$ cat config.mk
export PLATFORM = sky130hd
export DESIGN_NAME = score_bcd_counter
export DESIGN_NICKNAME = d
export VERILOG_FILES = /design/src/rtl/score_bcd_counter.sv
export SDC_FILE = /design/constraint.sdc
export NUM_CORES = 1
export LEC_CHECK = 0
export CAP_MARGIN = 20
export CORE_AREA = 2 2 86 88
export DETAILED_ROUTE_END_ITERATION = 10
export DIE_AREA = 0 0 88 90
export SETUP_SLACK_MARGIN = 0.5
export SKIP_CTS_REPAIR_TIMING = 1
export SLEW_MARGIN = 10
export SYNTH_ARGS = -nofsm -noshare
export SYNTH_HDL_FRONTEND = slang
export SYNTH_SLANG_ARGS = --single-unit
export TNS_END_PERCENT = 50
$ cat constraint.sdc
create_clock -name clk -period 11.19 [get_ports clk]
set_input_delay 2.238 -clock clk [delete_from_list [all_inputs] [get_ports clk]]
set_output_delay 2.238 -clock clk [all_outputs]
set_load 0.01 [all_outputs]
$ cat src/rtl/score_bcd_counter.sv
// Breakout score/lives keeper: packed-BCD score with saturation, lives counter,
// game-over sequencing and a high-score register updated at the end of each game.
module score_bcd_counter #(
  parameter int NUM_DIGITS = 4,
  parameter int LIVES_INIT = 3
) (
  input  logic                    clk,
  input  logic                    reset,
  input  logic                    hit,
  input  logic [3:0]              hit_value,
  input  logic                    life_lost,
  input  logic                    restart,
  output logic [4*NUM_DIGITS-1:0] score,
  output logic [4*NUM_DIGITS-1:0] hi_score,
  output logic [3:0]              lives,
  output logic                    game_over,
  output logic                    new_record
);

  localparam logic [3:0] LIVES_RST = 4'(LIVES_INIT);
  localparam logic [4*NUM_DIGITS-1:0] ALL_NINES = {NUM_DIGITS{4'h9}};

  typedef enum logic [1:0] {PLAY, CMP, OVER} state_t;

  state_t                  state, state_next;
  logic [4*NUM_DIGITS-1:0] score_next, hi_next, score_sum;
  logic [3:0]              lives_next;
  logic                    rec_next;
  logic [3:0]              v;
  logic [4:0]              cin, dsum;

  // Decimal ripple add of the clamped hit value; a carry out of the top digit saturates.
  always_comb begin
    v         = (hit_value > 4'd9) ? 4'd9 : hit_value;
    cin       = {1'b0, v};
    dsum      = '0;
    score_sum = '0;
    for (int unsigned i = 0; i < NUM_DIGITS; i++) begin
      dsum = {1'b0, score[4*i +: 4]} + cin;
      if (dsum > 5'd9) begin
        score_sum[4*i +: 4] = 4'(dsum - 5'd10);
        cin = 5'd1;
      end else begin
        score_sum[4*i +: 4] = dsum[3:0];
        cin = 5'd0;
      end
    end
    if (cin[0])
      score_sum = ALL_NINES;
  end

  always_ff @(posedge clk) begin
    if (reset) begin
      state      <= PLAY;
      score      <= '0;
      hi_score   <= '0;
      lives      <= LIVES_RST;
      new_record <= 1'b0;
    end else begin
      state      <= state_next;
      score      <= score_next;
      hi_score   <= hi_next;
      lives      <= lives_next;
      new_record <= rec_next;
    end
  end

  always_comb begin
    state_next = state;
    case (state)
      PLAY:    if (!restart && life_lost && lives == 4'd1) state_next = CMP;
      CMP:     state_next = OVER;
      OVER:    if (restart) state_next = PLAY;
      default: state_next = PLAY;
    endcase
  end

  always_comb begin
    score_next = score;
    hi_next    = hi_score;
    lives_next = lives;
    rec_next   = 1'b0;
    case (state)
      PLAY: begin
        if (restart) begin
          score_next = '0;
          lives_next = LIVES_RST;
        end else begin
          if (hit)
            score_next = score_sum;
          if (life_lost && lives != 4'd0)
            lives_next = lives - 4'd1;
        end
      end
      CMP: begin
        // Packed BCD orders the same as binary, so a plain unsigned compare is digit-wise.
        if (score > hi_score) begin
          hi_next  = score;
          rec_next = 1'b1;
        end
      end
      OVER: begin
        if (restart) begin
          score_next = '0;
          lives_next = LIVES_RST;
        end
      end
      default: ;
    endcase
  end

  assign game_over = (state != PLAY);

endmodule

# [After elaboration in Yosys (flattened, before gate mapping)]
# Cells that the tools add are included.
[totals] regBits=39 out_inout_bits=38 word_cells=63
[op_classes] addsub=9 n_lt_le_gt_ge=6 eq_ne=7 mux=22 bitwise=1 n_reduce_logical=13
[op_table] op="$mux W16" n=4
[op_table] op="$mux W4" n=8
[op_table] op="$pmux W16 S2" n=1
[op_table] op="$gt A5 B4 Y1 const B" n=4
[op_table] op="$gt A16 B16 Y1" n=1
[op_table] op="$sub A4 B4 Y4 const B" n=4
[op_table] op="$add A4 B1 Y5" n=3
[op_table] op="$pmux W4 S2" n=1
[op_table] op="$ne A3 B3 Y1 const B" n=2
[op_table] op="$pmux W2 S3" n=1
[op_table] op="$reduce_and A3 Y1" n=2
[op_table] op="$add A4 B4 Y5" n=1
[op_table] op="$mux W1" n=5
[op_table] op="$eq A4 B1 Y1 const B" n=1
[op_table] op="$gt A4 B4 Y1 const B" n=1
[op_table] op="$mux W2" n=2
[op_table] op="$ne A2 B2 Y1 const B" n=2
[op_table] op="$reduce_and A2 Y1" n=2
[op_table] op="$reduce_bool A2 Y1" n=2
[op_table] op="$reduce_bool A4 Y1" n=1
[op_table] op="$sub A4 B1 Y4 const B" n=1
[op_table] op="$logic_and A1 B1 Y1" n=3
[op_table] op="$eq A2 B1 Y1 const B" n=1
[op_table] op="$eq A2 B2 Y1 const B" n=1
[op_table] op="4 further kinds" n=4

# [Depth between registers and ports, before layout]
# Gate-level depths: netlist of the first run.
[logic_depth] ltp_word=18 mapped_depth=29 mapped_depth_nobuf=26

# [Worst setup path after synthesis of the first run]
# No wires, ideal clock.
[synth_timing] path_kind="input port to flip-flop" startpoint="input port hit_value[1]" endpoint="register score[1]" setup_ns=0.106 arrival_time_ns=7.077 t_required_ns=11.084 path_slack_ns=4.007 path_stages=26 path_buffers=3 path_cell_list="o21ai_0 > nand2b_1 > ha_1 > inv_1 > fa_1 > and2_1 > o311ai_2 > ha_1 > ha_1 > clkbuf_1 > nand2_1 > o21ai_0 > a21oi_1 > ha_1 > ha_1 > clkbuf_1 > inv_1 > a31oi_1 > o22a_1 > ha_1 > ha_1 > nand2b_1 > a31o_2 > and3_1 > clkbuf_1 > o311ai_0"
[synth_between] elab_chain_len=18 word_cells_on_any_way=20 classes_between="add/sub: 5; order compare: 5; mux: 10"
[synth_rtl] item="from (decl)" line_no="10" source="input logic [3:0] hit_value,"
[synth_rtl] item="$gt A4 B4 Y1" line_no="34" source="v = (hit_value > 4'd9) ? 4'd9 : hit_value;"
[synth_rtl] item="$mux W4 *" line_no="34"
[synth_rtl] item="$add A4 B4 Y5 *" line_no="39" source="dsum = {1'b0, score[4*i +: 4]} + cin;"
[synth_rtl] item="$gt A5 B4 Y1" line_no="40" source="if (dsum > 5'd9) begin"
[synth_rtl] item="$mux W1" line_no="40"
[synth_rtl] item="$add A4 B1 Y5" line_no="39"
[synth_rtl] item="$gt A5 B4 Y1" line_no="40"
[synth_rtl] item="$mux W1" line_no="40"
[synth_rtl] item="[2 not listed]"
[synth_rtl] item="$mux W1" line_no="40"
[synth_rtl] item="$add A4 B1 Y5" line_no="39"
[synth_rtl] item="$gt A5 B4 Y1" line_no="40"
[synth_rtl] item="$mux W1" line_no="40"
[synth_rtl] item="$mux W16 *" line_no="48" source="if (cin[0])"
[synth_rtl] item="$mux W16 *" line_no="89" source="if (hit)"
[synth_rtl] item="$mux W16 *" line_no="85" source="if (restart) begin"
[synth_rtl] item="$pmux W16 S2 *" line_no="83" source="case (state)"
[synth_rtl] item="to (signal assigned)" line_no="61" source="score <= score_next;"
[synth_rtl] item="to (decl)" line_no="13" source="output logic [4*NUM_DIGITS-1:0] score,"
# Mark *: on every way between the ends. The rest lies on a longest branch, timed or not. The select of a mux whose other input is x is not followed.
# A chain may end at the register's enable or synchronous reset.

# [Final worst setup path of the first run]
[layout_timing] startpoint="input port hit_value[3]" endpoint="register score[1]"
# Same word-level chain as after synthesis.

==> results.yml, run 1 <==
routing:
  routed-via-count: 2496
  met2_length_um: 3150
  routed.top_layer: "met4"
  ant_nets: 0
  wl_um: 6560
  drc: 0
  drt_iter0_markers: 145
  met3_length_um: 203
  dr.pass1.iters: 5
  wl_met1_um: 3160
  viasPerCell: 5.37
  wl_per_cell_um: 14.1
synth:
  synth_nets: 368
  synth_cells: 326
  netlist_area_mm2: 0.00270
  ys_seq_elements: 39
  ys.flop_type: "dfxtp_1"
  synth_edf_count: 0
  syn_area_per_cell_um2: 8.28
  yosysWarningCount: 0
  synth.distinct_cells: 53
  ys_seq_area_frac: 0.289
  synth_async_sr_flop_share: 0
clocking:
  h-tree-depth: 2
  cts.sinks: 39
  clk_latency_ps: 280
  clkTransAtPathRegs_ps: 80
  ctsRootBufferMaster: "clkbuf_8"
  cts_tree: "built"
  cts_buffers: 5
  cts_buffer_depth: 2
placement:
  place_congestion: 0.798
  hpwl_um: 4930
  placed_cell_area_mm2: 0.00323
  io_buffer_count: 46
min_path:
  hp-class: "reg -> reg"
  min_to: "hi_score[6]$_SDFFE_PP0P_"
  min-delay-start: "hi_score[6]$_SDFFE_PP0P_"
  hold_path_depth: 1
worst_setup_path:
  worst_path_max_delay_cell: "clkdlybuf4s50_1"
  end_kind: "flip-flop"
  r2r_slack_ps: 5580
  critical_path.top_delay_family: "adder cells"
  crit_top_cell: "ha_1"
  critPathKind: "in -> reg"
  r2r-start: "score[1]$_SDFFE_PP0P_"
  path_max_fanout: 8
  slowest_delay_ps: 510
  r2r_cells: 21
  cp.arrival_ps: 7980
  worst-path-buf-inv: 3
  rr_endpoint: "score[1]$_SDFFE_PP0P_"
  start_kind: "input port"
  cp_data_required_time_ps: 11370
job:
  max-cap-violations: 0
cells_and_area:
  final_common_cell: "clkdlybuf4s50_1"
  diodes: 0
  fin_util: 0.475
  final_net_count: 408
  fin_area_mm2: 0.00333
  drive_gt1_frac: 0.0656
  final_cell_mix: "clkdlybuf4s50_1, dfxtp_1, ha_1"
  syn_to_final_growth_pct: 23.4
timing:
  relSlewSlack: 0.568
  clock_skew_ps: 4.88
  period_needed_ps: 7800
  fin_tns_setup_ps: 0
  setup_viol: 0
  hold_violations: 0
  timing.final.crit_share: 0.697
  hold-worst-slack_ps: 512
  worst_slew_pin_slew_ps: 648
  slew_violations: 0
  max_freq_mhz: 128
  rsz0062_at_grt: "false"
floorplan:
  io_pins: 47
  die_area_mm2: 0.00792
  core_area_mm2: 0.00702
  initial_core_util: 0.385
  die_h_um: 90
  rows: 31
  fp.dieW_um: 88
global_routing:
  grt_use_total: 0.176
  grt_overflow: 0
  antenna_found_initial: 0
  grt_pass1_wl_um: 11300
  grt_pass1_vias: 2391
  grt_max_degree: 26
power:
  power.density_mw_per_mm2: 88.6
  static-leakage-power_nw: 1.26
  power_uw: 295
  peakVddDrop_uv: 46.5
run_status:
  run_status: "finished, final reports clean"
[worst max-delay path by stage]
stage	endpoint	slack, ps	depth (start not counted)	start
2_1_floorplan	score[1]$_SDFFE_PP0P_	4010	26	hit_value[1]
3_3_place_gp	score[8]$_SDFFE_PP0P_	3240	26	hit_value[3]
3_5_place_dp	score[1]$_SDFFE_PP0P_	3120	25	hit_value[3]
4_1_cts	score[1]$_SDFFE_PP0P_	3390	25	hit_value[3]
5_1_grt	score[12]$_SDFFE_PP0P_	2900	26	hit_value[3]
6_report	score[1]$_SDFFE_PP0P_	3390	25	hit_value[3]
[state kept, by name, summed over array words and instances, names as in the netlist]
name,flops
state,2
new_record,1
lives,4
score,16
hi_score,16
[where the power goes]
part	switching [mW]	internal [mW]	total [mW]
clock	0.0480	0.0654	0.113
combinational	0.0216	0.0180	0.0396
sequential	0.00238	0.140	0.142
total	0.0719	0.223	0.295
[logic make-up after synthesis]
kind of cell,count (synthesis),share of synthesized area
simple gates,97,0.181
buf+inv,48,0.0727
xor+xnor,8,0.0260
compound gates,98,0.263
mux,3,0.0120
flops,39,0.289
fa+ha+maj,33,0.156
[synth_stat cells (2+ instances only)]
cell,number,share of area
nor2_1,12,0.017
a22o_2,4,0.015
dfxtp_1,39,0.29
o311ai_0,3,0.0097
o21ai_1,2,0.0037
buf_6,2,0.0083
o22a_1,2,0.0065
o21bai_1,3,0.0083
and3_1,4,0.0093
xnor2_1,5,0.016
a211oi_1,7,0.019
a21oi_1,25,0.046
inv_1,31,0.043
clkbuf_1,13,0.018
nand4_1,5,0.012
nand3b_1,4,0.011
nor3b_1,4,0.011
mux2_2,2,0.0083
nor2b_1,3,0.0070
nor3_1,10,0.019
a31oi_1,3,0.0070
nand2b_1,6,0.014
ha_1,32,0.15
nor4_1,2,0.0046
a311oi_1,2,0.0065
a22o_1,10,0.032
nand2_1,27,0.038
a221oi_1,2,0.0065
nand3_1,16,0.030
o2111ai_1,2,0.0065
o21ai_0,19,0.035
xor2_1,3,0.0097
o41ai_1,2,0.0065
[routing by layer]
metal	vias up	GRT usage
li1	1266	-
met5	-	0
met1	1177	0.236
met2	46	0.295
met3	7	0.0285
met4	0	0.0372
[layout make-up]
type / instances / area [um^2]
fillers: 712 / 3690
multi-input cells: 239 / 1720
repair buffers: 49 / 483
clock buffers: 6 / 72.6
clock inverters: 1 / 30.0
well taps: 99 / 124
flip-flops and latches: 39 / 781
inverters: 32 / 120
[stage by stage]
| step | cells | setup slack [ps] |
|---|---|---|
| 2_1_floorplan | 326 | 4010 |
| 3_3_place_gp | 458 | 3240 |
| 3_5_place_dp | 458 | 3120 |
| 4_1_cts | 465 | 3390 |
| 5_1_grt | 465 | 2900 |
| 6_report | 465 | 3390 |
Power figures use the tool's default switching activity.
==> inputs of run 2 (changes only) <==
==> constraint.sdc (replaced) <==
create_clock -name clk -period 6.61 [get_ports clk]
set_input_delay 1.322 -clock clk [delete_from_list [all_inputs] [get_ports clk]]
set_output_delay 1.322 -clock clk [all_outputs]
set_load 0.01 [all_outputs]
==> run 2 against run 1 <==
Net effect:
- clock skew fell by 1.2 ps
- die area did not move
- first-iteration DRC count fell by 19%
- critical endpoint is now score[3]$_SDFFE_PP0P_
- largest power group unchanged
==> results.yml, run 2 (same netlist as run 1, synthesis figures left out) <==
clocking:
  clkTransAtPathRegs_ps: 80
  cts_tree: "built"
  cts_buffers: 5
  cts.sinks: 39
  ctsRootBufferMaster: "clkbuf_8"
  h-tree-depth: 2
  cts_buffer_depth: 2
  clk_latency_ps: 290
routing:
  dr.pass1.iters: 4
  drc: 0
  drt_iter0_markers: 118
  viasPerCell: 5.40
  wl_per_cell_um: 14.6
  routed-via-count: 2601
  ant_nets: 0
  wl_um: 7030
timing:
  max_freq_mhz: 169
  slew_violations: 0
  clock_skew_ps: 3.66
  rsz0062_at_grt: "false"
  timing.final.crit_share: 0.895
  relSlewSlack: 0.269
  hold_violations: 0
  setup_viol: 0
  fin_tns_setup_ps: 0
  period_needed_ps: 5920
  worst_slew_pin_slew_ps: 1090
global_routing:
  grt_use_total: 0.179
  grt_pass1_vias: 2445
  grt_pass1_wl_um: 11500
  use_met2: 0.290
  top_usage_layer: "met2"
  antenna_found_initial: 0
  gr-usage-met3: 0.0331
  grt_overflow: 0
  grt_util_met1: 0.241
  grt_max_degree: 26
cells_and_area:
  drive_gt1_frac: 0.157
  reg_top3: "hi_score (16), score (16), lives (4)"
  multi_input_area_mm2: 0.00186
  final_cells: 482
  fin_area_mm2: 0.00360
  final_common_cell: "clkdlybuf4s50_1"
  diodes: 0
  syn_to_final_growth_pct: 33.3
  final_net_count: 425
  final_cell_mix: "clkdlybuf4s50_1, dfxtp_1, inv_1"
  nFillCells: 643
  final-seq-area_um2: 781
worst_setup_path:
  slowest_delay_ps: 450
  path_max_fanout: 7
  cp_data_required_time_ps: 6800
  end_kind: "flip-flop"
  critical_path.top_delay_family: "adder cells"
  worst-path-buf-inv: 2
  crit_top_cell: "ha_4"
  worst_path_max_delay_cell: "clkdlybuf4s50_1"
  cp.arrival_ps: 6110
  critPathKind: "in -> reg"
  start_kind: "input port"
placement:
  hpwl_um: 5040
  dp_cells: 469
  placed_cell_area_mm2: 0.00333
  io_buffer_count: 46
  place_congestion: 0.938
floorplan:
  rows: 31
  initial_core_util: 0.385
  core_area_mm2: 0.00702
  io_pins: 47
  fp.dieW_um: 88
  die_area_mm2: 0.00792
  die_h_um: 90
power:
  peakVddDrop_uv: 90.7
  static-leakage-power_nw: 1.37
  power.density_mw_per_mm2: 135
min_path:
  hp-class: "reg -> reg"
run_status:
  run_status: "finished, final reports clean"
job:
  max-cap-violations: 0
## run 2: cell types whose count changed in the layout (fill, tap and decap cells not counted), sizes merged
| cell | change |
|---|---|
| clkdlybuf4s50 | -3 |
| bufinv | -1 |
| clkinv | +1 |
| buf | +17 |
| dlymetal6s2s | +3 |
## run 2: layout make-up
class	count	area share
clock buffers	6	0.0229
clock inverters	1	0.00139
inverters	32	0.0334
multi-input cells	239	0.517
flip-flops and latches	39	0.217
well taps	99	0.0344
repair buffers	66	0.174
## run 2: path summary, 6_finish.rpt
| path | start | endpoint | slack (ps) | cells after the start |
|---|---|---|---|---|
| hold / removal | hi_score[4]$_SDFFE_PP0P_ | hi_score[4]$_SDFFE_PP0P_ | 510 | 1 |
| setup / recovery | hit_value[0] | score[3]$_SDFFE_PP0P_ | 690 | 25 |
| setup reg to reg | score[0]$_SDFFE_PP0P_ | score[3]$_SDFFE_PP0P_ | 1790 | 23 |
| hold reg to reg | hi_score[4]$_SDFFE_PP0P_ | hi_score[4]$_SDFFE_PP0P_ | 510 | 1 |
## run 2: metrics by stage
stage	total power, mW	utilization	setup slack, ps	hold WS (ps)
2_1_floorplan	0.294	-	507	486
3_3_place_gp	0.318	0.474	44.7	487
3_5_place_dp	0.319	0.474	-9.37	499
4_1_cts	0.484	0.486	266	517
5_1_grt	0.509	0.513	408	536
6_report	0.487	0.513	692	514
## run 2: power by group
part / total, mW / switching (mW) / internal [mW]
combinational: 0.0802 / 0.0415 / 0.0387
clock: 0.166 / 0.0843 / 0.0820
sequential: 0.241 / 0.00401 / 0.237
## run 2: metal layers
metal  part of all wire  routed length [um]  up-vias
li1                   -                   -     1295
met1               0.48                3350     1240
met3              0.033                 230       11
met2               0.48                3350       55
met4              0.014                 101        0
met5                  0                   0        -
